## src/rtl/data_memory_unit.sv

```systemverilog
// Data memory unit: fixed-latency byte/half/word load-store over a word array.
// IDLE accepts, BUSY performs the array access, DONE pulses completion.
module data_memory_unit #(
  parameter int DEPTH = 64,
  parameter int AW    = 6
) (
  input  logic        clk,
  input  logic        reset,
  input  logic        req_valid,
  output logic        req_ready,
  input  logic        MemRead,
  input  logic        MemWrite,
  input  logic [1:0]  size,
  input  logic        unsigned_ld,
  input  logic [31:0] A,
  input  logic [31:0] WD,
  output logic [31:0] RD,
  output logic        done,
  output logic        err
);

  typedef enum logic [1:0] {
    S_IDLE,
    S_BUSY,
    S_DONE
  } state_t;

  state_t r_state;
  state_t w_next;

  logic          r_ld;
  logic          r_st;
  logic [1:0]    r_size;
  logic          r_uns;
  logic [AW+1:0] r_a;
  logic [31:0]   r_wd;
  logic [31:0]   r_rd;
  logic          r_err;
  logic [31:0]   r_mem [DEPTH];

  logic          w_accept;
  logic          w_e1;
  logic          w_ill;
  logic [AW-1:0] w_idx;
  logic [31:0]   w_word;
  logic [7:0]    w_byte;
  logic [15:0]   w_half;
  logic [31:0]   w_load;
  logic [31:0]   w_wdat;
  logic [3:0]    w_mask;
  logic [31:0]   w_merged;
  logic          w_unused_a;

  // upper address bits only alias the array, they never select anything
  assign w_unused_a = ^A[31:AW+2];

  assign req_ready = (r_state == S_IDLE) && !reset;
  assign w_accept  = req_valid && req_ready;
  assign w_e1      = (r_state == S_BUSY) && !reset;
  assign done      = (r_state == S_DONE);
  assign err       = done && r_err;
  assign RD        = r_rd;

  assign w_idx  = r_a[AW+1:2];
  assign w_word = r_mem[w_idx];

  assign w_ill = (r_ld == r_st)
              || (r_size == 2'b11)
              || ((r_size == 2'b01) && r_a[0])
              || ((r_size == 2'b10) && (r_a[1:0] != 2'b00));

  // state register
  always_ff @(posedge clk) begin
    if (reset) r_state <= S_IDLE;
    else       r_state <= w_next;
  end

  // next-state: fixed three-cycle walk once a request is taken
  always_comb begin
    w_next = r_state;
    unique case (r_state)
      S_IDLE:  if (w_accept) w_next = S_BUSY;
      S_BUSY:  w_next = S_DONE;
      S_DONE:  w_next = S_IDLE;
      default: w_next = S_IDLE;
    endcase
  end

  // capture the request at acceptance; later input changes are ignored
  always_ff @(posedge clk) begin
    if (reset) begin
      r_ld   <= 1'b0;
      r_st   <= 1'b0;
      r_size <= 2'b00;
      r_uns  <= 1'b0;
      r_a    <= '0;
      r_wd   <= 32'h0;
    end else if (w_accept) begin
      r_ld   <= MemRead;
      r_st   <= MemWrite;
      r_size <= size;
      r_uns  <= unsigned_ld;
      r_a    <= A[AW+1:0];
      r_wd   <= WD;
    end
  end

  // little-endian lane pick and sign/zero extension for loads
  always_comb begin
    w_byte = w_word[{r_a[1:0], 3'b000} +: 8];
    w_half = r_a[1] ? w_word[31:16] : w_word[15:0];
    w_load = w_word;
    unique case (r_size)
      2'b00:   w_load = {{24{!r_uns && w_byte[7]}}, w_byte};
      2'b01:   w_load = {{16{!r_uns && w_half[15]}}, w_half};
      default: w_load = w_word;
    endcase
  end

  // store data replicated across lanes, merged under the lane mask
  always_comb begin
    w_wdat = r_wd;
    w_mask = 4'b1111;
    unique case (r_size)
      2'b00: begin
        w_wdat = {4{r_wd[7:0]}};
        w_mask = 4'b0001 << r_a[1:0];
      end
      2'b01: begin
        w_wdat = {2{r_wd[15:0]}};
        w_mask = r_a[1] ? 4'b1100 : 4'b0011;
      end
      default: begin
        w_wdat = r_wd;
        w_mask = 4'b1111;
      end
    endcase
    w_merged = w_word;
    for (int i = 0; i < 4; i++) begin
      if (w_mask[i]) w_merged[8*i +: 8] = w_wdat[8*i +: 8];
    end
  end

  // array write at E1; contents are not touched by reset
  always_ff @(posedge clk) begin
    if (w_e1 && r_st && !w_ill) r_mem[w_idx] <= w_merged;
  end

  // load data / error flag: updated at E1, held otherwise
  always_ff @(posedge clk) begin
    if (reset) begin
      r_rd  <= 32'h0;
      r_err <= 1'b0;
    end else if (w_e1) begin
      r_err <= w_ill;
      if (w_ill)     r_rd <= 32'h0;
      else if (r_ld) r_rd <= w_load;
    end
  end

endmodule

```

## config.mk

```make
export PLATFORM = sky130hd
export DESIGN_NAME = data_memory_unit
export DESIGN_NICKNAME = d
export VERILOG_FILES = /design/src/rtl/data_memory_unit.sv
export SDC_FILE = /design/constraint.sdc
export NUM_CORES = 2
export LEC_CHECK = 0
export CORE_MARGIN = 2
export CORE_UTILIZATION = 35
export CTS_BUF_LIST = sky130_fd_sc_hd__clkbuf_8 sky130_fd_sc_hd__clkbuf_16
export DETAILED_ROUTE_END_ITERATION = 12
export RECOVER_POWER = 25
export REMOVE_ABC_BUFFERS = 1
export SLEW_MARGIN = 15
export SYNTH_ARGS = -nofsm -noshare
export SYNTH_HDL_FRONTEND = slang
export SYNTH_SLANG_ARGS = --single-unit
```

## constraint.sdc

```tcl
create_clock -name clk -period 5.8 [get_ports clk]
set_input_delay 1.45 -clock clk [delete_from_list [all_inputs] [get_ports clk]]
set_output_delay 1.45 -clock clk [all_outputs]
set_load 0.02 [all_outputs]
```

==> reports/qor.yml <==
floorplan:
  ios: 107
  dieHeight_um: 489.2
  rows: 178
  fp.dieW_um: 489.2
  core_area_um2: 234700
  start_util_pct: 35.10
  die-area_um2: 239300
clocking:
  insertion_delay_ns: 0.86
  clockBufferDepth: 3
  ctsResizeCount: 0
  htree_levels: 4
  cts_setup_buffers: 0
  cts_sinks: 2134
  cts_root_buf: "clkbuf_16"
  path_clk_slew_ns: 0.06
  holdBufCountCts: 0
  numCtsBuffers: 209
  cts_tree: "built"
global_routing:
  grt_max_degree: 105
  grt_pass1_vias: 40600
  grt_pass1_wl_um: 313000
  antenna_found_initial: 11
  grt_overflow: 0
  grtUsageTotal_pct: 18.48
detailed_routing:
  num_vias: 41270
  remaining_drc_errors: 0
  drtIter0Drc: 5332
  vias_per_cell: 5.557
  wire_per_inst_um: 30.13
  dr.pass1.iters: 6
  ant_nets: 0
  wl_um: 223700
flow_run:
  maxCapViolations: 16
finish:
  nets: 4172
  ff_latch_area_um2: 63240
  final_cells: 7426
  multi_input_area_um2: 18600
  area_growth_pct: 15.47
  drive_above_1_share_pct: 26.04
  nFillCells: 20650
synthesis:
  synth_edf_count: 2048
  ys.flop_type: "edfxtp_1"
  synthCells: 3831
  yosysTopAreaCell: "edfxtp_1"
  yosysMostFrequentCell: "edfxtp_1"
  synth_top_area_share_pct: 74.65
  ys_ff_latch: 2134
  ys_top_cells_by_count: "2,048 x edfxtp_1, 531 x mux4_2, 235 x nand2_1"
  synth.avg_cell_area_um2: 21.51
  ys_seq_area_share_pct: 76.74
  ys_types: 70
  async_reset_ff_share_pct: 0
  ys_warn_count: 0
  synth_area_leaders: "edfxtp_1 75%, mux4_2 15%, dfxtp_1 2.1%"
  synthesis.area_um2: 82390
worst_setup_path:
  critPathMaxFanout: 19
  crit_arrival_ns: 5.99
  crit_type: "register to register"
  cp_slowest_cell: "nor2_1"
  cp.required_ns: 6.33
  regToRegSetupSlack_ns: 0.34
  r2r_start: "r_size[1]$_SDFFE_PP0P_"
  max_stage_delay_ns: 1.79
  crit_chain: "inv_1, a21oi_1, o22ai_1, nand3b_1, nor3_1, nand3_1, clkbuf_1, nor2_1, buf_12"
  timing.rr.end: "r_mem[54][18]$_DFFE_PP_"
  start_kind: "register"
  ff2ff_path_depth: 9
  endpoint_kind: "register"
sta:
  fmax_ghz: 0.1832
  tightest_slew_ns: 2.300
  min_period_over_period_pct: 94.11
  finalSetupTns_ns: 0
  slew_headroom_pct: -53.91
  finClkSkew_ns: 0.03224
  setup_viol: 0
  rsz0062_at_grt: "false"
  hold_ws_ns: 0.4634
  fin_crit_ns: 5.459
  drv_slew: 391
  finalHoldViolCount: 0
power:
  p_per_area_nw_per_um2: 344.7
  p_leak_nw: 28.99
  ir_drop_v: 0.0003193
status:
  status: "finished with violations"
  failed_checks: "capacitance limit, slew limit"
placed_design:
  dpl.hpwl_um: 129100
  port_buffers: 82
  placed_cells: 7039
  gp_congestion: 0.8389
min_path:
  whs_endpoint: "r_wd[16]$_SDFFE_PP0P_"
  hold_start: "r_wd[16]$_SDFFE_PP0P_"
  hold_path.class: "register to register"
  min_path_cells: 2
[stage by stage]
step	total power, mW	instance area (um^2)	utilization [%]	setup WS (ns)
2_1_floorplan	19.46	81150	-	-19.91
3_3_place_gp	19.77	88710	37.79	1.012
3_5_place_dp	19.85	88730	37.80	0.9522
4_1_cts	33.01	95450	40.66	0.9649
5_1_grt	33.70	95130	40.53	0.3553
6_report	32.79	95130	40.53	0.3414
[worst max path at each step]
| stage | start | endpoint | slack (ns) | depth (start not counted) |
|---|---|---|---|---|
| finish | r_size[1]$_SDFFE_PP0P_ | r_mem[54][18]$_DFFE_PP_ | 0.34 | 9 |
| global route | r_size[1]$_SDFFE_PP0P_ | r_mem[7][20]$_DFFE_PP_ | 0.36 | 9 |
| CTS | register | r_mem[29][8]$_DFFE_PP_ | 0.96 | 8 |
| detailed placement | register | r_mem[56][8]$_DFFE_PP_ | 0.95 | 8 |
| global placement | register | r_mem[24][8]$_DFFE_PP_ | 1.01 | 8 |
| floorplan | register | r_mem[0][7]$_DFFE_PP_ | -19.91 | 6 |
[cells by family after synthesis]
logic type             count (synthesis)  synth area share (%)
AO/OA/AOI/OAI                        360                 2.964
buffers and inverters                227                 1.544
flip-flops                          2134                 76.74
multiplexers                         657                 16.31
AND/OR/NAND/NOR                      453                 2.444
[routing by layer]
layer,global-route usage [%],routed length (um),vias up
met4,4.795,5249,2
met5,0,18,-
li1,-,-,16660
met2,29.63,107200,1877
met3,3.311,17510,318
met1,26.09,93720,22410
[final cells by class]
| class | count | share of cell area [%] |
|---|---|---|
| Sequential cell | 2134 | 66.47 |
| Multi-Input combinational cell | 1470 | 19.55 |
| Clock buffer | 223 | 5.712 |
| Tap cell | 3150 | 4.143 |
| Timing Repair Buffer | 275 | 2.713 |
| Clock inverter | 163 | 1.360 |
| Inverter | 10 | 0.04472 |
| Antenna cell | 1 | 0.002630 |
[cells in the final DEF (no fill, tap or decap), types with 7 or more instances in the layout]
master,instances
o21ai_4,19
o21ai_0,19
a31oi_1,11
nor2_4,39
mux2i_4,7
edfxtp_1,2048
inv_1,63
clkinv_2,31
nand2_1,234
nor2b_1,24
clkinv_1,42
o211ai_1,12
clkbuf_1,13
clkdlybuf4s50_1,47
a221oi_1,24
mux2i_1,100
a21oi_1,92
a22o_1,26
nor2_1,52
clkbuf_2,20
buf_4,128
clkbuf_8,13
a22oi_1,75
bufinv_16,16
dfxtp_1,80
nor3_1,18
nand3_1,24
o22ai_1,22
nand4b_1,8
mux4_1,13
buf_12,33
dlygate4sd3_1,34
a21oi_4,7
clkbuf_16,210
mux4_2,531
a211oi_1,13
[worst max-delay path, delay by kind of cell (launching register included)]
family	cells	cell delay, ns
compound gates	2	0.75
buf+inv	3	1.03
flops	1	0.40
simple gates	4	2.92
[report_power, final]
| part | internal [mW] | leakage (nW) | switching [mW] |
|---|---|---|---|
| registers | 17.4 | 19.2 | 0.0625 |
| logic | 0.601 | 6.24 | 1.43 |
| clock network | 7.47 | 3.51 | 5.80 |
| total | 25.5 | 29.0 | 7.29 |
[state kept, by name, indices dropped and copies added (netlist names), named ones only]
register / flops
r_wd: 32
r_a: 8
RD: 32
r_size: 2
r_uns: 1
r_err: 1
r_ld: 1
r_mem: 2048
r_state: 2
r_st: 1
No activity file was read; power rests on OpenSTA's default activity.
==> variant, RTL diff (same settings) <==
Put a register stage on the output `err`, without a reset. The value now appears one clock later. The other outputs are not delayed to match.
--- a/src/rtl/data_memory_unit.sv
+++ b/src/rtl/data_memory_unit.sv
@@ -60,3 +60,5 @@
   assign done      = (r_state == S_DONE);
-  assign err       = done && r_err;
+  always_ff @(posedge clk) begin
+    err <= done && r_err;
+  end
   assign RD        = r_rd;
Check against the original RTL: not settled (the Yosys comparison gave no result); the edit may change what the design does.
==> variant against the unedited design <==
Critical path depth fell by 2. Final area rose by 0.86%. Worst setup slack improved by 0.19 ns. Global-route usage rose by 1.1 points. Wire length rose by 7.4%. The flow still finishes with violations (max-capacitance violations, max-slew violations). Power rose by 1.1%. Sequential cell count rose by 1. Area after synthesis rose by 0.73%. Combinational power rose by 4%.
==> variant: results (changes against the unedited design) <==
| Stage | Result | Reported | vs unedited |
| --- | --- | --- | --- |
| clock network | Worst skew pair latency | 0.87 ns |  |
| hold path | Type of the most critical hold path | flop to flop |  |
| routing | Number of detailed-route iterations in the first pass | 5 | -1 |
| final layout | Biggest register | r_mem |  |
| yosys | Most frequent cells after synthesis | 2048 x sky130_fd_sc_hd__edfxtp_1, 481 x sky130_fd_sc_hd__mux4_2, 210 x sky130_fd_sc_hd__nand2_1 |  |
| pwr | Worst IR drop on VDD | 0.000327 V | +2.5% |
| routing | Routed WL | 240000 um | +7.4% |
| clock network | TritonCTS Buffers | 204 | -2.4% |
| setup path | Crit path DAT | 5.76 ns | -0.23 ns |
| clock network | CTS clock-pin slew for the worst setup and hold paths | 0.06 ns | about the same |
| run | Number of violations of the max-capacitance limit | 37 | +21 |
| global route | Largest net degree at the start of global routing | 94 | -10% |
| yosys | Main area contributors after synthesis | sky130_fd_sc_hd__edfxtp_1 74%, sky130_fd_sc_hd__mux4_2 13%, sky130_fd_sc_hd__mux2i_1 2.4%, sky130_fd_sc_hd__dfxtp_1 2.1%, sky130_fd_sc_hd__a22oi_1 1.2% |  |
| final layout | Max FFs per register | 2048 | unchanged |
| setup path | Critical path peak fanout | 17 | -2 |
| setup path | Biggest cell delay along the critical path | 1.98 ns | +0.19 ns |
| timing | Number of max-slew violations in the final report | 643 | +64% |
| yosys | Number of distinct library cell variants in the gate-level netlist after synthesis | 71 | +1.4% |
| final layout | Final Net Count | 4368 | +4.7% |
| global route | Number of global-route vias before repair | 42700 | +5.0% |
| routing | Number of vias after detailed routing | 42600 | +3.3% |
| global route | Global-route total usage across every layer | 19.6% | +1.1 points |
| placement | Final HPWL DP | 144000 um | +12% |
| global route | First-pass GRT wire length | 333000 um | +6.3% |
| final layout | Fillers | 20600 | -0.14% |
| status | Status | finished with violations |  |
| timing | Post-Route Skew | 0.0739 ns | +0.0416 ns |
| pwr | Static Leak | 29.2 nW | +0.78% |
| yosys | Sequential-to-total area share from yosys stat | 76.2% | -0.53 points |
| yosys | Syn. warnings | 0 | unchanged |
| routing | Drt initial violations | 5030 | -5.7% |
| placement | Port buffer count | 82 | unchanged |
| final layout | Layout cell share with drive strength beyond 1 | 24.4% | -1.6 points |
| placement | Routability congestion estimate | 0.874 | +4.2% |
| global route | Initial antenna violation count | 7 | -4 |
| timing | Pin slew with the least headroom to its limit | 2.60 ns | +0.302 ns |
| status | Violated checks | max-capacitance violations, max-slew violations |  |
| clock network | Number of post-CTS setup repair buffers | 0 | unchanged |
| floorplan | Initial core utilization | 35.3% | +0.15 points |
variant: area by class of cell:
cell class | count | area share, %
multi-input combinational | 1644 | 19.8
sequential | 2135 | 65.9
antenna | 3 | 0.00782
tap | 3150 | 4.11
inverter | 8 | 0.0339
clock buffer | 210 | 5.42
timing repair buffer | 303 | 3.02
clock inverter | 175 | 1.73
variant: metrics by stage:
step           cells  setup WS [ns]  cell area [um^2]  hold WS (ns)
4_1_cts         7624           1.10             96300         0.461
3_5_place_dp    7239           1.05             89400         0.452
2_1_floorplan   3787         -22.05             81500         0.422
3_3_place_gp    7239           1.08             89400         0.449
6_report        7628          0.536             95900         0.468
5_1_grt         7625          0.607             95900         0.482
variant: routing by layer:
metal	wire, um	global-route usage, %	up-vias	part of all wire (%)
met5	27	0	-	0.011
met4	16800	12.0	4	7.0
met3	17200	3.41	456	7.1
met2	116000	31.7	1967	48
met1	90700	24.6	22900	38
li1	-	-	17400	-
variant: cell families (layout without fill, tap and decap cells):
| family | after synthesis | count (layout) | share of synthesized area (%) |
|---|---|---|---|
| flip-flops | 2135 | 2135 | 76.2 |
| AND/OR/NAND/NOR | 471 | 471 | 2.57 |
| other | 0 | 3 | 0 |
| buffers and inverters | 247 | 696 | 1.78 |
| AO/OA/AOI/OAI | 486 | 486 | 3.85 |
| multiplexers | 687 | 687 | 15.6 |
variant: path summary, 6_finish.rpt:
path	from	end	slack, ns	depth (start not counted)
worst min register to register	r_wd[23]	r_wd[23]	0.47	2
worst min-delay path	r_wd[23]	r_wd[23]	0.47	2
worst max register to register	flop	r_mem[0][14]	1.04	10
worst max-delay path	reset	r_mem[33][13]	0.54	7
variant: where the power goes:
group	total (W)	internal [W]	switching, W
Clock	0.0135	0.00769	0.00585
Combinational	0.00211	0.000617	0.00150
Sequential	0.0175	0.0174	0.0000656
variant: worst register-to-register path: cells and delay by family, from the launching register on:
family,cells,cell delay [ns]
compound gates,4,1.36
buf+inv,3,0.90
flops,1,0.79
simple gates,3,1.40
